--- config.mk ---
export PLATFORM = sky130hd
export DESIGN_NAME = mult_div_iter_flat
export DESIGN_NICKNAME = d
export VERILOG_FILES = /design/src/rtl/mult_div_iter_if.sv /design/src/rtl/mult_div_iter.sv /design/src/flat_wrapper.sv
export SDC_FILE = /design/constraint.sdc
export NUM_CORES = 2
export LEC_CHECK = 0
export ABC_AREA = 1
export CORE_AREA = 3 3 340 342
export CTS_BUF_LIST = sky130_fd_sc_hd__clkbuf_2
export DETAILED_ROUTE_END_ITERATION = 6
export DIE_AREA = 0 0 343 345
export GPL_TIMING_DRIVEN = 0
export HOLD_SLACK_MARGIN = 0.06
export PLACE_DENSITY = 0.83
export REMOVE_ABC_BUFFERS = 1
export SYNTH_ARGS = -nofsm -noshare
export SYNTH_HDL_FRONTEND = slang
export SYNTH_SLANG_ARGS = --single-unit
--- constraint.sdc ---
create_clock -name clk -period 8.75 [get_ports clk]
set_input_delay 1.3125 -clock clk [delete_from_list [all_inputs] [get_ports clk]]
set_output_delay 1.3125 -clock clk [all_outputs]
set_load 0.01 [all_outputs]
--- src/rtl/mult_div_iter_if.sv ---
// Issue/result bundle between the EX stage and the HI/LO multiply/divide unit.
// The master drives the operation; the slave returns HI/LO, MDOut and status pulses.
interface mult_div_iter_if #(
    parameter int unsigned WIDTH = 32
);
    logic [3:0]       MDOp;
    logic [WIDTH-1:0] A;
    logic [WIDTH-1:0] B;
    logic             Start;
    logic             Flush;
    logic [WIDTH-1:0] HIout;
    logic [WIDTH-1:0] LOout;
    logic [WIDTH-1:0] MDOut;
    logic             Busy;
    logic             Done;
    logic             DivZero;

    modport master (
        output MDOp, A, B, Start, Flush,
        input  HIout, LOout, MDOut, Busy, Done, DivZero
    );

    modport slave (
        input  MDOp, A, B, Start, Flush,
        output HIout, LOout, MDOut, Busy, Done, DivZero
    );
endinterface

--- src/rtl/mult_div_iter.sv ---
// HI/LO multiply/divide unit: fixed-latency multiply with MADD/MSUB accumulate and
// restoring radix-2 division (one quotient bit per cycle plus a sign-fix cycle).
module mult_div_iter #(
    parameter int unsigned WIDTH   = 32,
    parameter int unsigned MUL_LAT = 5
) (
    input  logic          clk,
    input  logic          reset,
    mult_div_iter_if.slave bus
);

    localparam int unsigned W2 = 2 * WIDTH;
    localparam int unsigned CW = ($clog2(WIDTH) > 4) ? $clog2(WIDTH) : 4;

    localparam logic [1:0] ST_IDLE = 2'd0;
    localparam logic [1:0] ST_MUL  = 2'd1;
    localparam logic [1:0] ST_DIV  = 2'd2;
    localparam logic [1:0] ST_FIX  = 2'd3;

    localparam logic [3:0] OP_MULT  = 4'd0;
    localparam logic [3:0] OP_MULTU = 4'd1;
    localparam logic [3:0] OP_DIV   = 4'd2;
    localparam logic [3:0] OP_DIVU  = 4'd3;
    localparam logic [3:0] OP_MFHI  = 4'd4;
    localparam logic [3:0] OP_MFLO  = 4'd5;
    localparam logic [3:0] OP_MTHI  = 4'd6;
    localparam logic [3:0] OP_MTLO  = 4'd7;
    localparam logic [3:0] OP_MADD  = 4'd8;
    localparam logic [3:0] OP_MADDU = 4'd9;
    localparam logic [3:0] OP_MSUB  = 4'd10;
    localparam logic [3:0] OP_MSUBU = 4'd11;

    localparam logic [1:0] ACC_NONE = 2'd0;
    localparam logic [1:0] ACC_ADD  = 2'd1;
    localparam logic [1:0] ACC_SUB  = 2'd2;

    logic [1:0]       state_q, state_d;
    logic [CW-1:0]    cnt_q, cnt_d;
    logic [WIDTH-1:0] hi_q, hi_d;
    logic [WIDTH-1:0] lo_q, lo_d;
    logic [W2-1:0]    prod_q, prod_d;
    logic [1:0]       acc_q, acc_d;
    logic [WIDTH-1:0] divisor_q, divisor_d;
    logic [WIDTH-1:0] rem_q, rem_d;
    logic [WIDTH-1:0] quot_q, quot_d;
    logic             q_neg_q, q_neg_d;
    logic             r_neg_q, r_neg_d;
    logic             done_q, done_d;
    logic             divzero_q, divzero_d;

    // Issue-side operand conditioning
    logic             mul_signed;
    logic             div_signed;
    logic [W2-1:0]    a_ext, b_ext;
    logic [W2-1:0]    product;
    logic [WIDTH-1:0] a_abs, b_abs;

    always_comb begin
        mul_signed = (bus.MDOp == OP_MULT) || (bus.MDOp == OP_MADD) || (bus.MDOp == OP_MSUB);
        div_signed = (bus.MDOp == OP_DIV);
        a_ext = mul_signed ? {{WIDTH{bus.A[WIDTH-1]}}, bus.A} : {{WIDTH{1'b0}}, bus.A};
        b_ext = mul_signed ? {{WIDTH{bus.B[WIDTH-1]}}, bus.B} : {{WIDTH{1'b0}}, bus.B};
        // Low 2W bits of the sign/zero-extended product are exact for both signednesses
        product = a_ext * b_ext;
        a_abs = (div_signed && bus.A[WIDTH-1]) ? (~bus.A + 1'b1) : bus.A;
        b_abs = (div_signed && bus.B[WIDTH-1]) ? (~bus.B + 1'b1) : bus.B;
    end

    // Completion value of a multiply/accumulate
    logic [W2-1:0] acc_val;
    logic [W2-1:0] mul_result;

    always_comb begin
        acc_val = {hi_q, lo_q};
        case (acc_q)
            ACC_ADD: mul_result = acc_val + prod_q;
            ACC_SUB: mul_result = acc_val - prod_q;
            default: mul_result = prod_q;
        endcase
    end

    // One restoring-division step: bring in the next dividend bit, subtract if it fits
    logic [WIDTH:0]   shifted;
    logic [WIDTH:0]   diff;
    logic             take;
    logic [WIDTH-1:0] rem_step;
    logic [WIDTH-1:0] quot_step;

    always_comb begin
        shifted   = {rem_q, quot_q[WIDTH-1]};
        diff      = shifted - {1'b0, divisor_q};
        take      = ~diff[WIDTH];
        rem_step  = take ? diff[WIDTH-1:0] : shifted[WIDTH-1:0];
        quot_step = {quot_q[WIDTH-2:0], take};
    end

    logic [WIDTH-1:0] quot_fixed;
    logic [WIDTH-1:0] rem_fixed;

    always_comb begin
        quot_fixed = q_neg_q ? (~quot_q + 1'b1) : quot_q;
        rem_fixed  = r_neg_q ? (~rem_q + 1'b1) : rem_q;
    end

    always_comb begin
        state_d   = state_q;
        cnt_d     = cnt_q;
        hi_d      = hi_q;
        lo_d      = lo_q;
        prod_d    = prod_q;
        acc_d     = acc_q;
        divisor_d = divisor_q;
        rem_d     = rem_q;
        quot_d    = quot_q;
        q_neg_d   = q_neg_q;
        r_neg_d   = r_neg_q;
        done_d    = 1'b0;
        divzero_d = 1'b0;

        if (bus.Flush) begin
            // Abort wins over both issue and completion; HI/LO are left untouched
            state_d = ST_IDLE;
            cnt_d   = '0;
        end else begin
            case (state_q)
                ST_IDLE: begin
                    if (bus.Start) begin
                        case (bus.MDOp)
                            OP_MULT, OP_MULTU, OP_MADD, OP_MADDU, OP_MSUB, OP_MSUBU: begin
                                prod_d  = product;
                                acc_d   = ((bus.MDOp == OP_MADD) || (bus.MDOp == OP_MADDU)) ?
                                          ACC_ADD :
                                          ((bus.MDOp == OP_MSUB) || (bus.MDOp == OP_MSUBU)) ?
                                          ACC_SUB : ACC_NONE;
                                state_d = ST_MUL;
                                cnt_d   = CW'(MUL_LAT - 1);
                            end
                            OP_DIV, OP_DIVU: begin
                                if (bus.B == '0) begin
                                    divzero_d = 1'b1;
                                end else begin
                                    divisor_d = b_abs;
                                    quot_d    = a_abs;
                                    rem_d     = '0;
                                    q_neg_d   = div_signed && (bus.A[WIDTH-1] ^ bus.B[WIDTH-1]);
                                    r_neg_d   = div_signed && bus.A[WIDTH-1];
                                    state_d   = ST_DIV;
                                    cnt_d     = CW'(WIDTH - 1);
                                end
                            end
                            OP_MTHI: hi_d = bus.A;
                            OP_MTLO: lo_d = bus.A;
                            default: ;
                        endcase
                    end
                end
                ST_MUL: begin
                    if (cnt_q == '0) begin
                        {hi_d, lo_d} = mul_result;
                        done_d       = 1'b1;
                        state_d      = ST_IDLE;
                    end else begin
                        cnt_d = cnt_q - CW'(1);
                    end
                end
                ST_DIV: begin
                    rem_d  = rem_step;
                    quot_d = quot_step;
                    if (cnt_q == '0) begin
                        state_d = ST_FIX;
                    end else begin
                        cnt_d = cnt_q - CW'(1);
                    end
                end
                ST_FIX: begin
                    lo_d    = quot_fixed;
                    hi_d    = rem_fixed;
                    done_d  = 1'b1;
                    state_d = ST_IDLE;
                end
                default: state_d = ST_IDLE;
            endcase
        end
    end

    always_ff @(posedge clk or posedge reset) begin
        if (reset) begin
            state_q   <= ST_IDLE;
            cnt_q     <= '0;
            hi_q      <= '0;
            lo_q      <= '0;
            prod_q    <= '0;
            acc_q     <= ACC_NONE;
            divisor_q <= '0;
            rem_q     <= '0;
            quot_q    <= '0;
            q_neg_q   <= 1'b0;
            r_neg_q   <= 1'b0;
            done_q    <= 1'b0;
            divzero_q <= 1'b0;
        end else begin
            state_q   <= state_d;
            cnt_q     <= cnt_d;
            hi_q      <= hi_d;
            lo_q      <= lo_d;
            prod_q    <= prod_d;
            acc_q     <= acc_d;
            divisor_q <= divisor_d;
            rem_q     <= rem_d;
            quot_q    <= quot_d;
            q_neg_q   <= q_neg_d;
            r_neg_q   <= r_neg_d;
            done_q    <= done_d;
            divzero_q <= divzero_d;
        end
    end

    always_comb begin
        case (bus.MDOp)
            OP_MFHI: bus.MDOut = hi_q;
            OP_MFLO: bus.MDOut = lo_q;
            default: bus.MDOut = '0;
        endcase
    end

    assign bus.HIout   = hi_q;
    assign bus.LOout   = lo_q;
    assign bus.Busy    = (state_q != ST_IDLE);
    assign bus.Done    = done_q;
    assign bus.DivZero = divzero_q;

endmodule

--- src/flat_wrapper.sv ---
// flat-port wrapper written by rule: the top's interface ports become plain ports
module mult_div_iter_flat 
#(
    parameter int unsigned WIDTH   = 32,
    parameter int unsigned MUL_LAT = 5
)
  (clk, reset, bus_MDOp, bus_A, bus_B, bus_Start, bus_Flush, bus_HIout, bus_LOout, bus_MDOut, bus_Busy, bus_Done, bus_DivZero);
  mult_div_iter_if #(.WIDTH(WIDTH)) bus_i ();
  input  logic clk;
  input  logic reset;
  input wire logic [$bits(bus_i.MDOp)-1:0] bus_MDOp;
  input wire logic [$bits(bus_i.A)-1:0] bus_A;
  input wire logic [$bits(bus_i.B)-1:0] bus_B;
  input wire logic [$bits(bus_i.Start)-1:0] bus_Start;
  input wire logic [$bits(bus_i.Flush)-1:0] bus_Flush;
  output wire logic [$bits(bus_i.HIout)-1:0] bus_HIout;
  output wire logic [$bits(bus_i.LOout)-1:0] bus_LOout;
  output wire logic [$bits(bus_i.MDOut)-1:0] bus_MDOut;
  output wire logic [$bits(bus_i.Busy)-1:0] bus_Busy;
  output wire logic [$bits(bus_i.Done)-1:0] bus_Done;
  output wire logic [$bits(bus_i.DivZero)-1:0] bus_DivZero;
  assign bus_i.MDOp = bus_MDOp;
  assign bus_i.A = bus_A;
  assign bus_i.B = bus_B;
  assign bus_i.Start = bus_Start;
  assign bus_i.Flush = bus_Flush;
  assign bus_HIout = bus_i.HIout;
  assign bus_LOout = bus_i.LOout;
  assign bus_MDOut = bus_i.MDOut;
  assign bus_Busy = bus_i.Busy;
  assign bus_Done = bus_i.Done;
  assign bus_DivZero = bus_i.DivZero;
  mult_div_iter #(.WIDTH(WIDTH), .MUL_LAT(MUL_LAT)) u_core (.clk(clk), .reset(reset), .bus(bus_i));
endmodule
==> impl_metrics.py <==
metrics = {
    "worst_setup_path": {
        "cp_data_arrival_time_ns": 10.27,
        "worst_setup_path_start_kind": "input port",
        "critical_path.max_fanout": 8,
        "path_delay_family": "adder cells",
        "critical_path.n_buffers_inverters": 13,
        "rr_worst_depth": 16,
        "worst_ep_required_time_ns": 9.83,
        "crit_type": "input port to flip-flop",
        "timing.critical_path.slowest_stage_cell": "fa_2",
        "critical_path.endpoint_type": "flip-flop",
        "delay_of_the_slowest_cell_on_the_worst_path_ns": 0.80,
        "timing.critical_path.depth": 39,
        "crit_path_frequent_cell": "fa_2",
    },
    "timing": {
        "max_slew_margin_pct": 1.31,
        "timing_max_transition_violations_final": 0,
        "worst_skew_ns": 0.124,
        "post_route_setup_tns_ns": -4.72,
        "achievable-frequency_mhz": 109,
        "final_min_period_over_clock_period_pct": 105,
        "finalSetupViolations": 19,
        "post-route-min-period_ns": 9.19,
        "grt_setup_unrepaired": "true",
        "setup_slack_ns": -0.444,
        "max_slew.worst_pin.slew_ns": 1.48,
        "finalHoldViolations": 0,
    },
    "drt": {
        "first_iter_violations": 8721,
        "viasPerCell": 6.12,
        "dr_wl_met2_mm": 126,
        "detail_route.wirelength.met1_mm": 93.6,
        "postRouteAntennaNets": 0,
        "detailed_routing_iterations_pass_1": 7,
        "wirelength_mm": 289,
        "drcViolationCount": 17,
        "dr_wl_met3_mm": 38.0,
        "dr.max_layer_used": "met5",
        "vias": 69800,
        "detail_route.wl_per_cell_um": 25.3,
    },
    "placed_design": {
        "placement.io_buffers": 170,
        "dp_hpwl_mm": 226,
        "globalplace.congestion": 1.09,
        "placedCellCount": 11200,
    },
    "finish": {
        "most_common_cell_after_layout_fill_and_taps_aside": "inv_1",
        "final_cell_count_no_fill": 11400,
        "final_net_count": 11800,
        "share_of_layout_cells_above_drive_strength_1_pct": 6.54,
        "mostFrequentLayoutCells": "inv_1 (2,604), nand2_1 (2,248), fa_1 (1,382)",
        "syn_to_final_growth_pct": 7.27,
    },
    "synth": {
        "synth_cells": 9900,
        "synth.yosys.seq_area_share_pct": 8.10,
        "synth.ff_latch_count": 237,
        "synthDominantCellAreaShare_pct": 38.9,
        "post-synth-top-area-cell": "fa_1",
        "syn_std_cell_area_mm2": 0.0732,
        "synth.lib_cells_used.distinct": 63,
        "yosys-top-cells-area": "fa_1 (39%), inv_1 (14%), nand2_1 (12%), dfrtp_1 (8.1%), ha_1 (7.2%)",
        "syn_avg_cell_area_um2": 7.39,
        "ys.flop_type": "dfrtp_1",
        "async_flop_share_pct": 100,
        "post_synth_edffs": 0,
        "yosysWarningCount": 0,
    },
    "die": {
        "placeableCoreArea_mm2": 0.113,
        "fp-row-count": 123,
        "initial_standard_cell_utilization_of_the_core_pct": 65.0,
        "die_width_um": 343,
        "die_height_um": 345,
        "die_area_mm2": 0.118,
        "ioPinCount": 171,
    },
    "cts": {
        "ctsHtreeMaxLevel": 2,
        "path_clk_slew_ns": 0.11,
        "clock-sinks": 237,
        "worst_skew_pair.late_latency_ns": 1.21,
        "cts_made_buffers": 60,
        "cts_tree": "built",
        "clock_path_buffers": 3,
        "clock-root-buffer": "clkbuf_2",
    },
    "min_path": {
        "hold-path-cell-count": 2,
        "hold_class": "input port to flip-flop",
    },
    "grt": {
        "wire_length_of_the_first_global_routing_pass_mm": 416,
        "total_track_usage_pct": 46.7,
        "number_of_antenna_violations_at_the_first_check_in_global_routing": 12,
        "maximum_number_of_pins_on_one_net_before_global_route_repair": 122,
        "gr-total-overflow": 0,
        "grt_pass1_vias": 72300,
    },
    "run_status": {
        "failing_checks": "DRC, setup timing",
        "status": "finished, violations left",
    },
    "run": {
        "maxCapViolCount": 0,
    },
}
## per-stage QoR
step	hold slack, ns	area [um^2]	setup WS [ns]	utilization, %
global route	0.402	78500	-0.485	69.7
CTS	0.433	77200	-0.000610	68.5
global placement	0.464	75200	-5.94	66.8
floorplan	0.449	71700	-1.68	-
finish	0.440	78500	-0.444	69.7
detailed placement	0.466	75700	-5.12	67.2
## kinds of logic after synthesis
| group | count (synthesis) | share of synthesized area [%] |
|---|---|---|
| DFF | 237 | 8.10 |
| adders and majority gates | 1842 | 46.1 |
| and+or+nand+nor | 3615 | 20.2 |
| AOI/OAI and AO/OA | 960 | 7.37 |
| xor gates and xnor gates | 211 | 2.52 |
| buffers and inverters | 3035 | 15.7 |
## synthesized netlist by cell type, types with 99 or more instances
master       n
inv_1     2645
nand3_1    392
ha_1       421
nand2_1   2274
nor2_1     675
clkbuf_1   221
buf_1       99
fa_1      1421
o21ai_0    383
xor2_1     174
a21oi_1    318
dfrtp_1    237
## state kept, by name, summed over array words and instances, names as in the netlist
register	flops
u_core.acc_q	2
u_core.bus.DivZero	1
u_core.bus.Done	1
u_core.bus.HIout	32
u_core.bus.LOout	32
u_core.cnt_q	5
u_core.divisor_q	32
u_core.prod_q	64
u_core.q_neg_q	1
u_core.quot_q	32
u_core.r_neg_q	1
u_core.rem_q	32
u_core.state_q	2
## worst reg2reg max path: stages, from the launching register on
cell and delay [ns]:
dfrtp_1 0.36, inv_1 0.08, ha_4 0.28, inv_1 1.04, o31ai_2 0.23, o21ai_1 0.27
xor2_1 0.41, ha_1 0.37, a21oi_1 0.24, o21ai_0 0.33, a21oi_1 0.59, o21bai_1 0.17
nand3b_1 0.22, nand2_1 0.08, nand2_1 0.04, o21ai_0 0.59, a21boi_0 0.18
## final timing paths
kind,start,to,slack [ns]
max,bus_MDOp[3],u_core.prod_q[63],-0.44
min,bus_MDOp[1],u_core.acc_q[0],0.44
max reg2reg,u_core.acc_q[0],u_core.bus.HIout[15],3.15
min reg2reg,u_core.divisor_q[6],u_core.divisor_q[6],0.49
max in group asynchronous,reset,u_core.prod_q[56],6.87
min in group asynchronous,reset,u_core.cnt_q[4],0.75
## repair_timing
action,4_1_cts,5_1_grt
pin swaps,37,95
gates cloned,1,1
gates resized for setup,194,295
buffers inserted,31,43
hold buffers,0,0
endpoints found under the hold margin,0,0
endpoints found under the setup margin,40,32
## metal layers
| metal | global-route usage, % | up-vias |
|---|---|---|
| met3 | 11.3 | 2058 |
| met4 | 35.0 | 6 |
| met1 | 55.4 | 33100 |
| met2 | 73.6 | 5524 |
| li1 | - | 29100 |
| met5 | 0 | - |
## cell type report
type / instances / area (um^2)
Multi-Input combinational cell: 6628 / 57100
Fill cell: 8734 / 34100
Inverter: 2655 / 10000
Sequential cell: 237 / 5930
Timing Repair Buffer: 280 / 2960
Tap cell: 1500 / 1880
Clock buffer: 84 / 420
Clock inverter: 23 / 150
Antenna cell: 7 / 17.5
Power is not shown: default switching activity piles up to over one toggle a cycle in this logic, so the estimate is an artifact.
